**src/rtl/param_shift_register.sv**
```systemverilog
`default_nettype none
// ============================================================================
// Module   : param_shift_register
// Purpose  : WIDTH-bit shift/rotate register with parallel load and a counted
//            multi-shift sequence reporting completion via busy/done.
// Revision : 1.0 - initial release
// ============================================================================
module param_shift_register #(
    parameter int WIDTH = 8,
    parameter int CNT_W = 4
) (
    input  logic             clk,
    input  logic             rst,
    input  logic             load,
    input  logic [WIDTH-1:0] data_in,
    input  logic [2:0]       mode,
    input  logic             serial_in,
    input  logic             shift,
    input  logic             start,
    input  logic [CNT_W-1:0] count,
    output logic [WIDTH-1:0] q,
    output logic             shift_out,
    output logic             busy,
    output logic             done
);

    localparam logic [2:0] c_MODE_SRL = 3'b000;
    localparam logic [2:0] c_MODE_SRA = 3'b001;
    localparam logic [2:0] c_MODE_SLL = 3'b010;
    localparam logic [2:0] c_MODE_ROR = 3'b011;
    localparam logic [2:0] c_MODE_ROL = 3'b100;

    typedef enum logic [0:0] {
        ST_IDLE  = 1'b0,
        ST_SHIFT = 1'b1
    } state_t;

    state_t             r_state;
    state_t             w_state_next;
    logic [2:0]         r_mode;
    logic [CNT_W-1:0]   r_remaining;
    logic [WIDTH-1:0]   r_q;
    logic               r_shift_out;
    logic               r_done;

    logic [2:0]         w_mode_sel;
    logic [WIDTH-1:0]   w_shifted;
    logic               w_shifted_out;
    logic               w_mode_valid;
    logic               w_do_load;
    logic               w_do_shift;
    logic               w_latch;
    logic               w_done_next;

    // A running sequence uses the mode captured at start, not the live input.
    assign w_mode_sel = (r_state == ST_SHIFT) ? r_mode : mode;

    always_comb begin
        w_shifted     = r_q;
        w_shifted_out = r_shift_out;
        w_mode_valid  = 1'b1;
        case (w_mode_sel)
            c_MODE_SRL: begin
                w_shifted     = {serial_in, r_q[WIDTH-1:1]};
                w_shifted_out = r_q[0];
            end
            c_MODE_SRA: begin
                w_shifted     = {r_q[WIDTH-1], r_q[WIDTH-1:1]};
                w_shifted_out = r_q[0];
            end
            c_MODE_SLL: begin
                w_shifted     = {r_q[WIDTH-2:0], serial_in};
                w_shifted_out = r_q[WIDTH-1];
            end
            c_MODE_ROR: begin
                w_shifted     = {r_q[0], r_q[WIDTH-1:1]};
                w_shifted_out = r_q[0];
            end
            c_MODE_ROL: begin
                w_shifted     = {r_q[WIDTH-2:0], r_q[WIDTH-1]};
                w_shifted_out = r_q[WIDTH-1];
            end
            default: w_mode_valid = 1'b0;
        endcase
    end

    always_comb begin
        w_state_next = r_state;
        w_do_load    = 1'b0;
        w_do_shift   = 1'b0;
        w_latch      = 1'b0;
        w_done_next  = 1'b0;
        case (r_state)
            ST_IDLE: begin
                if (load) begin
                    w_do_load = 1'b1;
                end else if (start) begin
                    if (count != '0) begin
                        w_latch      = 1'b1;
                        w_state_next = ST_SHIFT;
                    end else begin
                        w_done_next = 1'b1;
                    end
                end else if (shift) begin
                    w_do_shift = 1'b1;
                end
            end
            ST_SHIFT: begin
                if (load) begin
                    // Abort: no completion pulse for a cancelled sequence.
                    w_do_load    = 1'b1;
                    w_state_next = ST_IDLE;
                end else begin
                    w_do_shift = 1'b1;
                    if (r_remaining == CNT_W'(1)) begin
                        w_state_next = ST_IDLE;
                        w_done_next  = 1'b1;
                    end
                end
            end
            default: w_state_next = ST_IDLE;
        endcase
    end

    always_ff @(posedge clk or posedge rst) begin
        if (rst) begin
            r_state <= ST_IDLE;
        end else begin
            r_state <= w_state_next;
        end
    end

    always_ff @(posedge clk or posedge rst) begin
        if (rst) begin
            r_q         <= '0;
            r_shift_out <= 1'b0;
            r_done      <= 1'b0;
            r_mode      <= c_MODE_SRL;
            r_remaining <= '0;
        end else begin
            r_done <= w_done_next;
            if (w_do_load) begin
                r_q <= data_in;
            end else if (w_do_shift && w_mode_valid) begin
                r_q         <= w_shifted;
                r_shift_out <= w_shifted_out;
            end
            // Reserved modes still consume a step so the sequence length is exact.
            if (w_latch) begin
                r_mode      <= mode;
                r_remaining <= count;
            end else if (r_state == ST_SHIFT) begin
                r_remaining <= w_do_load ? '0 : (r_remaining - CNT_W'(1));
            end
        end
    end

    assign q         = r_q;
    assign shift_out = r_shift_out;
    assign busy      = (r_state == ST_SHIFT);
    assign done      = r_done;

endmodule
`default_nettype wire

```
**config.mk**
```make
export PLATFORM = sky130hd
export DESIGN_NAME = param_shift_register
export DESIGN_NICKNAME = d
export VERILOG_FILES = /design/src/rtl/param_shift_register.sv
export SDC_FILE = /design/constraint.sdc
export NUM_CORES = 1
export LEC_CHECK = 0
export ABC_AREA = 0
export CAP_MARGIN = 20
export CORE_MARGIN = 2
export CORE_UTILIZATION = 50
export CTS_BUF_LIST = sky130_fd_sc_hd__clkbuf_16
export CTS_CLUSTER_DIAMETER = 80
export DETAILED_ROUTE_END_ITERATION = 10
export HOLD_SLACK_MARGIN = 0.05
export PLACE_DENSITY = 0.88
export SLEW_MARGIN = 20
export SYNTH_ARGS = -nofsm -noshare
export SYNTH_HDL_FRONTEND = slang
export SYNTH_SLANG_ARGS = --single-unit
export TNS_END_PERCENT = 30
```
**constraint.sdc**
```tcl
create_clock -name clk -period 4.1 [get_ports clk]
set_clock_uncertainty 0.1 [all_clocks]
set_input_delay 1.23 -clock clk [delete_from_list [all_inputs] [get_ports clk]]
set_output_delay 1.23 -clock clk [all_outputs]
set_load 0.03 [all_outputs]
```
# Word level (Yosys, flattened, before mapping)
# Cells that the tools add are included.
dict set report totals {
  register_bits 18
  inputBits 21
  out_inout_bits 11
  elab_cells 58
}
dict set report op_classes {
  n_addsub 1
  n_eq_ne 6
  n_mux 28
  bitwise 2
  reduce_logical 14
}
# op n
set op_table {}
lappend op_table {{one-hot mux 8 bit (5 select lines)} 1}
lappend op_table {{2-to-1 mux 1 bit} 17}
lappend op_table {{2-to-1 mux 8 bit} 2}
lappend op_table {{2-to-1 mux 4 bit} 3}
lappend op_table {{one-hot mux 1 bit (2 select lines)} 4}
lappend op_table {{equality test 3 x 2 -> 1 bit, second input constant} 2}
lappend op_table {{AND reduction 3 bit} 2}
lappend op_table {{nonzero test 2 bit} 3}
lappend op_table {{nonzero test 6 bit} 1}
lappend op_table {{nonzero test 5 bit} 1}
lappend op_table {{OR reduction 5 bit} 1}
lappend op_table {{equality test 4 x 1 -> 1 bit, second input constant} 1}
lappend op_table {{nonzero test 4 bit} 1}
lappend op_table {{subtractor 4 x 1 -> 4 bit, second input constant} 1}
lappend op_table {{equality test 3 x 1 -> 1 bit, second input constant} 1}
lappend op_table {{equality test 3 bit, second input constant} 1}
lappend op_table {{logical NOT 3 bit} 1}
lappend op_table {{2-to-1 mux 3 bit} 1}
lappend op_table {{OR reduction 3 bit} 1}
lappend op_table {{inequality test 2 bit, second input constant} 1}
lappend op_table {{inverter 1 bit} 2}
lappend op_table {{AND reduction 2 bit} 1}
lappend op_table {{OR reduction 2 bit} 1}
lappend op_table {{logical AND 1 bit} 1}

# Longest topological paths before layout
# Gate-level depths: netlist (run 1).
dict set report depth {
  ltp_word 7
  depth_mapped 7
  depth_no_buf 5
}

# Worst setup path after synthesis (run 1)
# No wires, ideal clock.
dict set report synth_path {
  kind {input port to flip-flop}
  startpoint {input count[0]}
  endpoint {register r_mode[0]}
  setup_time_ns 0.125
  arrival_ns 2.162
  required_time_ns 3.875
  slack_ns 1.713
  cell_stages 4
  path_buffers 0
  path_cell_list {nor4_2 > nor3b_2 > and2b_4 > mux2_4}
}
dict set report synth_between {
  elab_chain_cells 5
}
# item line
set synth_rtl {}
lappend synth_rtl {{start, declared} 20} ;# input logic [CNT_W-1:0] count,
lappend synth_rtl {{nonzero test 4 bit} 98} ;# if (count != '0) begin
lappend synth_rtl {{2-to-1 mux 1 bit} 98}
lappend synth_rtl {{2-to-1 mux 1 bit} 97} ;# end else if (start) begin
lappend synth_rtl {{2-to-1 mux 1 bit} 95} ;# if (load) begin
lappend synth_rtl {{2-to-1 mux 1 bit} 93} ;# case (r_state)
lappend synth_rtl {{end signal, assigned} 138} ;# r_mode <= c_MODE_SRL;
lappend synth_rtl {{end signal, assigned} 150} ;# r_mode <= mode;
lappend synth_rtl {{end, declared} 40} ;# logic [2:0] r_mode;
# No other way between the ends.
# A chain may end at the register's enable or synchronous reset.

# Final worst setup path (run 1)
dict set report layout_path {
  startpoint {register r_state, in the netlist busy}
  endpoint {output busy}
}
# item line
set layout_rtl {}
lappend layout_rtl {{start, declared} 38} ;# state_t r_state;
lappend layout_rtl {{start signal, assigned} 129} ;# r_state <= w_state_next;
lappend layout_rtl {{end, declared} 23} ;# output logic busy,
# No word-level cell between the ends.

==> results by group, run 1 <==
Layout
  – Commonest non-fill, non-tap cell in the layout: clkdlybuf4s50_1
  – Nets: 164
  – Area Overhead vs Synth: 33.3%
  – Filler cells: 179
  – Multi-input gate area: 623 um^2
  – Ant diodes: 0
  – Share of cells above drive strength 1: 9.29%
  – Seq. cell area: 450 um^2
  – Commonest cells after routing, fill and taps aside: clkdlybuf4s50_1 (31), dfrtp_1 (18), o21ai_0 (11)

Setup path
  – Crit path cell chain: clkdlybuf4s50_1
  – Critical Path RT: 2.77 ns
  – Critical path arrival: 1.81 ns
  – Worst-path fanout max: 22
  – Buf/Inv on CP: 1
  – Critical Path Max Stage Delay: 0.80 ns
  – Crit-path slowest cell: clkdlybuf4s50_1
  – CP delay by family, top: buffers and inverters
  – Critical path startpoint category: register
  – CP Capture Type: primary output
  – Setup CP Type: register to primary output

Clocking
  – Post-CTS setup buffer count: 0
  – Post-CTS sizing: 0
  – Clock Tree Buf Depth: 2
  – Clock Latency Late Sink: 0.25 ns
  – H-tree levels: 1
  – Clk pin slew, worst setup/hold paths: 0.05 ns
  – Clock sinks: 18
  – TritonCTS clock tree: yes
  – Root Buffer: clkbuf_16
  – Hold_buf cts: 0
  – Num CTS Buffers: 3

Timing
  – Fin. Hold Viols: 0
  – Actual slew at the worst max-slew pin: 0.677 ns
  – Worst setup margin: 0.962 ns
  – Max-slew headroom: 54.8%
  – Final Max Slew Viols: 0
  – Final setup fails: 0
  – Tmin final: 3.14 ns
  – Worst Hold Slack: 0.396 ns
  – Period utilisation layout: 76.5%
  – Final setup TNS: 0 ns
  – Fmax: 0.319 GHz
  – RSZ-0062 raised after global routing: false

GRT
  – First-pass GRT wire length: 4.42 mm
  – Largest net degree at the start of global routing: 23
  – Initial antenna violation count: 0
  – Vias in the first global route: 956
  – GRT overflow: 0
  – GRT Total Usage: 22.3%

Place
  – Gpl congestion: 0.842
  – Setup WS pre-CTS: 0.905 ns
  – Post-DP HPWL: 1.95 mm
  – I/O Buffers: 31

Synth
  – Ys Warns: 0
  – Avg Inst Size Synth: 10.2 um^2
  – Syn nets: 134
  – Cell area after synthesis: 1140 um^2
  – Gate Count Post-Synth: 111
  – Yosys reg bits: 18
  – Seq/Total Area, Yosys: 39.6%
  – Netlist cell types: 36

Hold path
  – Hold Path Class: register to register

Detailed routing
  – DRT Pass-1 Iters: 4
  – Routed WL: 2.66 mm
  – Via count: 967
  – Via density: 5.76
  – Iter 0 DRT Violations: 20
  – # DRC: 0
  – Drt wl/cell: 15.8 um
  – Post-route ant nets: 0

Die
  – Die area: 2670 um^2
  – Core area: 2190 um^2
  – Initial Utilization: 51.9%
  – Placement Rows: 17
  – Die Width: 51.7 um
  – Vert. Die Dim: 51.7 um
  – IO Pins: 32

Power and ir drop
  – Worst VDD drop: 0.407 mV
  – PnR Total Power: 786 uW
  – Leakage: 0.000626 uW
  – Pwr dens: 519 nW/um^2

Run status
  – Status: complete, no violations

Job
  – Max-cap violations: 0
[kinds of logic after synthesis]
| logic type | after synthesis | synth area share (%) |
|---|---|---|
| flip-flops | 18 | 39.6 |
| adder cells (fa/ha/maj) | 2 | 2.20 |
| multiplexers | 12 | 11.4 |
| AND/OR/NAND/NOR | 27 | 15.4 |
| XOR/XNOR | 4 | 3.08 |
| AO/OA/AOI/OAI | 37 | 22.7 |
| buffers and inverters | 11 | 5.61 |
[flip-flops by register name, indices dropped and copies added, names as in the netlist]
signal       count
shift_out        1
done             1
r_remaining      4
busy             1
r_mode           3
q                8
[layout make-up]
cell class / instances / share of cell area [%]
clock buffer: 3 / 4.95
timing repair buffer: 31 / 20.5
tap: 28 / 2.31
clock inverter: 1 / 0.248
sequential: 18 / 29.7
inverter: 5 / 1.24
multi-input combinational: 82 / 41.1
[per-stage QoR]
step                cell area [um^2]  util, %  instances
finish                          1520     69.2        168
global route                    1520     69.2        168
CTS                             1520     69.2        168
detailed placement              1440     65.6        164
global placement                1440     65.6        164
floorplan                       1140        -        111
[cells in the mapped netlist, drive strengths merged]
master | count | area, um^2
dfrtp | 18 | 450
o21ai | 12 | 60.1
mux2i | 10 | 100
a22oi | 9 | 72.6
nor3b | 6 | 55.1
a21oi | 5 | 28.8
buf | 5 | 40.0
inv | 5 | 18.8
nor2 | 5 | 18.8
nor2b | 5 | 31.3
o22ai | 4 | 25.0
nand2 | 3 | 11.3
ha | 2 | 25.0
mux2 | 2 | 30.0
nand2b | 2 | 12.5
nor3 | 2 | 10.0
xnor2 | 2 | 17.5
xor2 | 2 | 17.5
a211o | 1 | 8.76
a221oi | 1 | 15.0
a22o | 1 | 8.76
a31o | 1 | 8.76
a31oi | 1 | 6.26
and2b | 1 | 10.0
clkbuf | 1 | 5.00
nand3b | 1 | 7.51
nor4 | 1 | 12.5
o21bai | 1 | 7.51
o32ai | 1 | 16.3
or2 | 1 | 6.26
[path summary, 6_finish.rpt]
kind,start,to,slack (ns),depth (start not counted)
max,busy,busy,0.96,1
min in group asynchronous,rst,r_remaining[0],1.29,2
max in group asynchronous,rst,q[6],2.17,2
max reg2reg,busy,q[7],1.96,5
min,shift_out,shift_out,0.40,2
min reg2reg,shift_out,shift_out,0.40,2
[per-layer routing]
metal,GRT usage [%],wire length (um),share of wire [%]
met2,35.9,1320,50
met5,0,0,0
met1,30.1,1170,44
met4,9.65,31,1.2
met3,3.16,137,5.2
[power breakdown]
| group | total, uW | switching (uW) | leakage [uW] | internal, uW |
|---|---|---|---|---|
| clock network | 197 | 67.4 | 0.0000385 | 130 |
| logic | 302 | 153 | 0.000367 | 149 |
| registers | 287 | 61.9 | 0.000221 | 225 |
(Power assumes the default switching activity.)
==> inputs of run 2 (changes only) <==
CORE_UTILIZATION = 42   (was 50)
PLACE_DENSITY = 0.79   (was 0.88)
clock period = 2.6 ns   (was 4.1 ns; I/O delays follow)
==> run 2 against run 1 <==
Register-to-register slack worse by 1.1 ns. Via count up 5.0%. Die area up 18%. Largest cell class unchanged. Clock power grew 53%. Cell count up 3.0%. Routed wire length grew 1.9%.
==> results by group, run 2 (synthesized netlist as in run 1, its figures left out) <==
Run status
  – Status: complete, no violations

Clocking
  – Hold_buf cts: 0 (unchanged)
  – Root Buffer: clkbuf_16
  – Clock Tree Buf Depth: 2 (unchanged)
  – Post-CTS sizing: 0 (unchanged)
  – Clk pin slew, worst setup/hold paths: 0.05 ns (about the same)
  – H-tree levels: 1 (unchanged)
  – Clock sinks: 18 (unchanged)
  – Clock Latency Late Sink: 0.25 ns (about the same)
  – TritonCTS clock tree: yes
  – Num CTS Buffers: 3 (unchanged)
  – Post-CTS setup buffer count: 0 (unchanged)

Detailed routing
  – Via density: 5.87 (+1.9%)
  – # DRC: 0 (unchanged)
  – Post-route ant nets: 0 (unchanged)
  – DRT Pass-1 Iters: 4 (unchanged)
  – Routed WL: 2.71 mm (+1.9%)
  – Drt wl/cell: 15.6 um (-1.1%)
  – Iter 0 DRT Violations: 44 (+120%)
  – Via count: 1,015 (+5.0%)

Setup path
  – Setup CP Type: input port to register
  – Critical path arrival: 2.34 ns (+0.53 ns)
  – Critical Path RT: 2.65 ns (-0.12 ns)
  – CP Capture Type: register
  – Worst-path fanout max: 9 (-59%)
  – Critical path startpoint category: input port

Die
  – Initial Utilization: 45.1% (-6.8 points)
  – Die area: 3140 um^2 (+18%)
  – Placement Rows: 18 (+1)
  – IO Pins: 32 (unchanged)
  – Die Width: 56.0 um (+8.4%)
  – Vert. Die Dim: 56.0 um (+8.4%)
  – Core area: 2520 um^2 (+15%)

Place
  – I/O Buffers: 31 (unchanged)
  – Post-DP HPWL: 2.02 mm (+4.0%)
  – Placed Instance Area: 1480 um^2 (+3.1%)
  – Setup WS pre-CTS: -0.0381 ns (-0.944 ns)
  – Gpl congestion: 0.747 (-11%)

Timing
  – Period utilisation layout: 87.9%
  – Worst setup margin: 0.315 ns (-0.647 ns)
  – Fmax: 0.438 GHz
  – Actual slew at the worst max-slew pin: 0.698 ns (+0.0208 ns)
  – Final Max Slew Viols: 0 (unchanged)
  – Fin. Hold Viols: 0 (unchanged)
  – Worst Hold Slack: 0.383 ns (-0.0136 ns)
  – Tmin final: 2.28 ns
  – Max-slew headroom: 53.4% (-1.4 points)
  – RSZ-0062 raised after global routing: false
  – Final setup fails: 0 (unchanged)

Layout
  – Commonest cells after routing, fill and taps aside: clkdlybuf4s50_1 (31), dfrtp_1 (18), o21ai_0 (11)
  – Ant diodes: 0 (unchanged)
  – Filler cells: 203 (+13%)
  – Commonest non-fill, non-tap cell in the layout: clkdlybuf4s50_1
  – Max FFs per register: 8 (unchanged)
  – Area Overhead vs Synth: 37.2%
  – Share of cells above drive strength 1: 12.6% (+3.3 points)
  – Final Cell Area: 1560 um^2 (+2.9%)
  – Nets: 168 (+2.4%)

GRT
  – GRT overflow: 0 (unchanged)
  – Largest net degree at the start of global routing: 22 (-4.3%)
  – Vias in the first global route: 1,012 (+5.9%)
  – Initial antenna violation count: 0 (unchanged)
  – First-pass GRT wire length: 4.83 mm (+9.4%)
  – GRT Total Usage: 19.7% (-2.7 points)

Power and ir drop
  – Leakage: 0.000651 uW (+4.0%)
  – Worst VDD drop: 0.655 mV (+61%)
  – Pwr dens: 805 nW/um^2 (+55%)

Job
  – Max-cap violations: 0 (unchanged)

Hold path
  – Hold Path Class: register to register
## run 2: final cells by class
class	instances	area, um^2	area share, %
tap	30	37.5	2.41
timing repair buffer	35	353	22.6
clock buffer	3	75.1	4.81
sequential	18	450	28.9
inverter	5	18.8	1.20
multi-input combinational	82	626	40.1
## run 2: per-stage QoR
stage	std cells	total power [uW]	TNS (ns)	util, %
floorplan	111	776	0	-
global placement	170	933	0	58.8
detailed placement	170	951	-0.0767	58.8
CTS	173	1260	0	61.8
global route	173	1350	0	61.9
finish	173	1260	0	61.9
## run 2: path summary, 6_finish.rpt
kind | endpoint | cells after the start | slack, ns | from
max | q[0] | 6 | 0.32 | mode[2]
min | shift_out | 2 | 0.38 | shift_out
max reg2reg | q[0] | 6 | 0.86 | busy
min reg2reg | shift_out | 2 | 0.38 | shift_out
max in group asynchronous | q[2] | 2 | 1.11 | rst
min in group asynchronous | r_remaining[2] | 2 | 0.84 | rst
## run 2: power by group
group / switching (uW) / leakage [uW] / total, uW / internal (uW)
clock: 100 / 0.0000370 / 302 / 202
sequential: 82.0 / 0.000221 / 438 / 356
combinational: 261 / 0.000394 / 516 / 255
total: 443 / 0.000651 / 1260 / 813
## run 2: metal layers
metal | track usage, % | routed length [um]
met1 | 23.6 | 1080
met2 | 34.1 | 1420
met3 | 5.81 | 146
met4 | 5.10 | 55
met5 | 0 | 0
## run 2: worst max-delay path: stages
cell and delay, ns:
clkdlybuf4s50_1 0.60, o21ai_0 0.15, a22oi_1 0.20, or2_1 0.29, a21oi_1 0.09, a221oi_2 0.23
==> edit: new RTL, config.mk and constraints of run 1 <==
Change the parameter `WIDTH` from 8 to 12.
--- a/src/rtl/param_shift_register.sv
+++ b/src/rtl/param_shift_register.sv
@@ -7,5 +7,5 @@
 // ============================================================================
 module param_shift_register #(
-    parameter int WIDTH = 8,
+    parameter int WIDTH = 12,
     parameter int CNT_W = 4
 ) (
Interface: changed (resized data_in and q); port bits go from 32 to 40. No check against the original RTL was run, so the function may have changed too.
==> edit against run 1 <==
Area after synthesis is 18% higher; sequential cell count is 4 higher; power is 19% higher; register-to-register slack worse by 0.27 ns; setup slack worse by 0.11 ns; cell area is 20% higher; routed wire length is 30% higher; fmax is 3.3% lower.
==> edit: results (changes against run 1) <==
| Metric | Value |
|---|---|
| Vias in the first global route | 1280 (was 956) |
| Hold crit path type | reg2reg (unchanged) |
| Power after layout | 0.934 mW (was 0.786 mW) |
| Hpwl dp | 2340 um (was 1950 um) |
| Cells after Synth | 134 (was 111) |
| Root Driver | clkbuf_16 (unchanged) |
| Maximum vdd drop | 410 uV (was 407 uV) |
| Worst slew pin tran | 0.830 ns (was 0.677 ns) |
| Sequential area share after synthesis | 40.9% (was 39.6%) |
| Largest stage delay, worst path | 0.67 ns (was 0.80 ns) |
| Ys Warns | 0 (unchanged) |
| Yosys cell types | 41 (was 36) |
| Post-CTS Setup Inserts | 0 (unchanged) |
| Tot GR Track Use | 23.6% (was 22.3%) |
| Antenna diodes | 0 (unchanged) |
| LEAKAGE | 0.791 nW (was 0.626 nW) |
| Worst skew pair latency | 0.25 ns (about the same) |
| Max reg flops | 12 (was 8) |
| GP Congestion | 0.791 (was 0.842) |
| H-tree Lvls | 1 (unchanged) |
| Kind of cell adding the most delay to the critical path | compound AO/OA/AOI/OAI gates (was buffers and inverters) |
| Crit path DAT | 3.21 ns (was 1.81 ns) |
| Crit-path max FO | 11 (was 22) |
| Syn_nets | 161 (was 134) |
| Comb. pwr | 0.384 mW (was 0.302 mW) |
| Post-Place Cells | 196 (was 164) |
| Sw Ratio | 37.1% (was 35.9%) |
| Synth area leaders | dfrtp_1 (41%), mux2i_1 (11%), a221o_1 (7.4%), nor2_1 (3.9%), inv_1 (2.5%) (was dfrtp_1 (40%), mux2i_1 (8.8%), a22oi_1 (5.3%), o21ai_0 (4.8%), nor2b_1 (2.8%)) |
| Number of fill cells in the layout | 182 (was 179) |
| CP max-delay cell | nor2_1 (was clkdlybuf4s50_1) |
| Async SR Flop Fraction | 100% (unchanged) |
| Dpl ws | 0.618 ns (was 0.905 ns) |
| Total CTS buffers | 3 (unchanged) |
| DR WL/cell | 17.4 um (was 15.8 um) |
| Vias/cell | 6.03 (was 5.76) |
| DR iter-0 viols | 30 (was 20) |
| Longest Clk Path Bufs | 2 (unchanged) |
| Largest net degree at the start of global routing | 24 (was 23) |
| Clk slew on worst S/H paths | 0.05 ns (about the same) |
| Number of port buffers | 39 (was 31) |
| Layout cell share with drive strength beyond 1 | 7.10% (was 9.29%) |
| Post-CTS sizing | 0 (unchanged) |
| First-pass GRT wire length | 5800 um (was 4420 um) |
| Initial antenna violation count | 0 (unchanged) |
| DP Area | 1740 um^2 (was 1440 um^2) |
| Status | completed (unchanged) |
| P_seq | 0.351 mW (was 0.287 mW) |
| First-pass iteration count of the detailed router | 4 (unchanged) |
| Via count | 1199 (was 967) |
| Synth cell count leaders | dfrtp_1 (22), mux2i_1 (15), nor2_1 (14) (was dfrtp_1 (18), o21ai_0 (11), mux2i_1 (10)) |
## edit: cell count changes in the layout (fill, tap and decap cells not counted), sizes merged, moves of 5 or more
| cell | before | now |
|---|---|---|
| a22oi | 9 | 0 |
| o21ai | 12 | 5 |
| a221o | 0 | 10 |
| clkdlybuf4s50 | 31 | 39 |
| mux2i | 10 | 15 |
| nor2 | 5 | 14 |
## edit: kinds of logic (layout without fill, tap and decap cells)
group                      Yosys count  in the layout  share of synthesized area (%)
buffers and inverters               18             53                           6.32
DFF                                 22             22                           40.9
AOI/OAI and AO/OA                   34             34                           20.4
muxes                               18             18                           13.7
xor gates and xnor gates             4              4                           2.60
adders and majority gates            2              2                           1.86
and+or+nand+nor                     36             36                           14.3
## edit: worst paths after layout
path                            slack (ns)      start  cells after the start        endpoint
worst min-delay path                  0.42  shift_out                      2       shift_out
worst max register to register        1.69       busy                      6            q[7]
max in group asynchronous             2.04        rst                      2            q[9]
worst min register to register        0.42  shift_out                      2       shift_out
min in group asynchronous             1.35        rst                      2  r_remaining[1]
worst max-delay path                  0.85    mode[1]                      6            q[0]
## edit: cell type report
cell class,instances,area (um^2),area share [%]
inverters,9,33.8,1.86
repair buffers,41,405,22.4
flip-flops and latches,22,551,30.4
well taps,30,37.5,2.07
clock buffers,3,75.1,4.14
multi-input cells,94,711,39.2
## edit: per-layer routing
| layer | wire [um] | track usage [%] | part of all wire [%] | vias to the layer above |
|---|---|---|---|---|
| met1 | 1490 | 28.8 | 43 | 584 |
| met3 | 137 | 4.19 | 4.0 | 6 |
| met4 | 65 | 12.2 | 1.9 | 0 |
| met2 | 1770 | 39.6 | 51 | 41 |
| li1 | - | - | - | 568 |
| met5 | 0 | 0 | 0 | - |
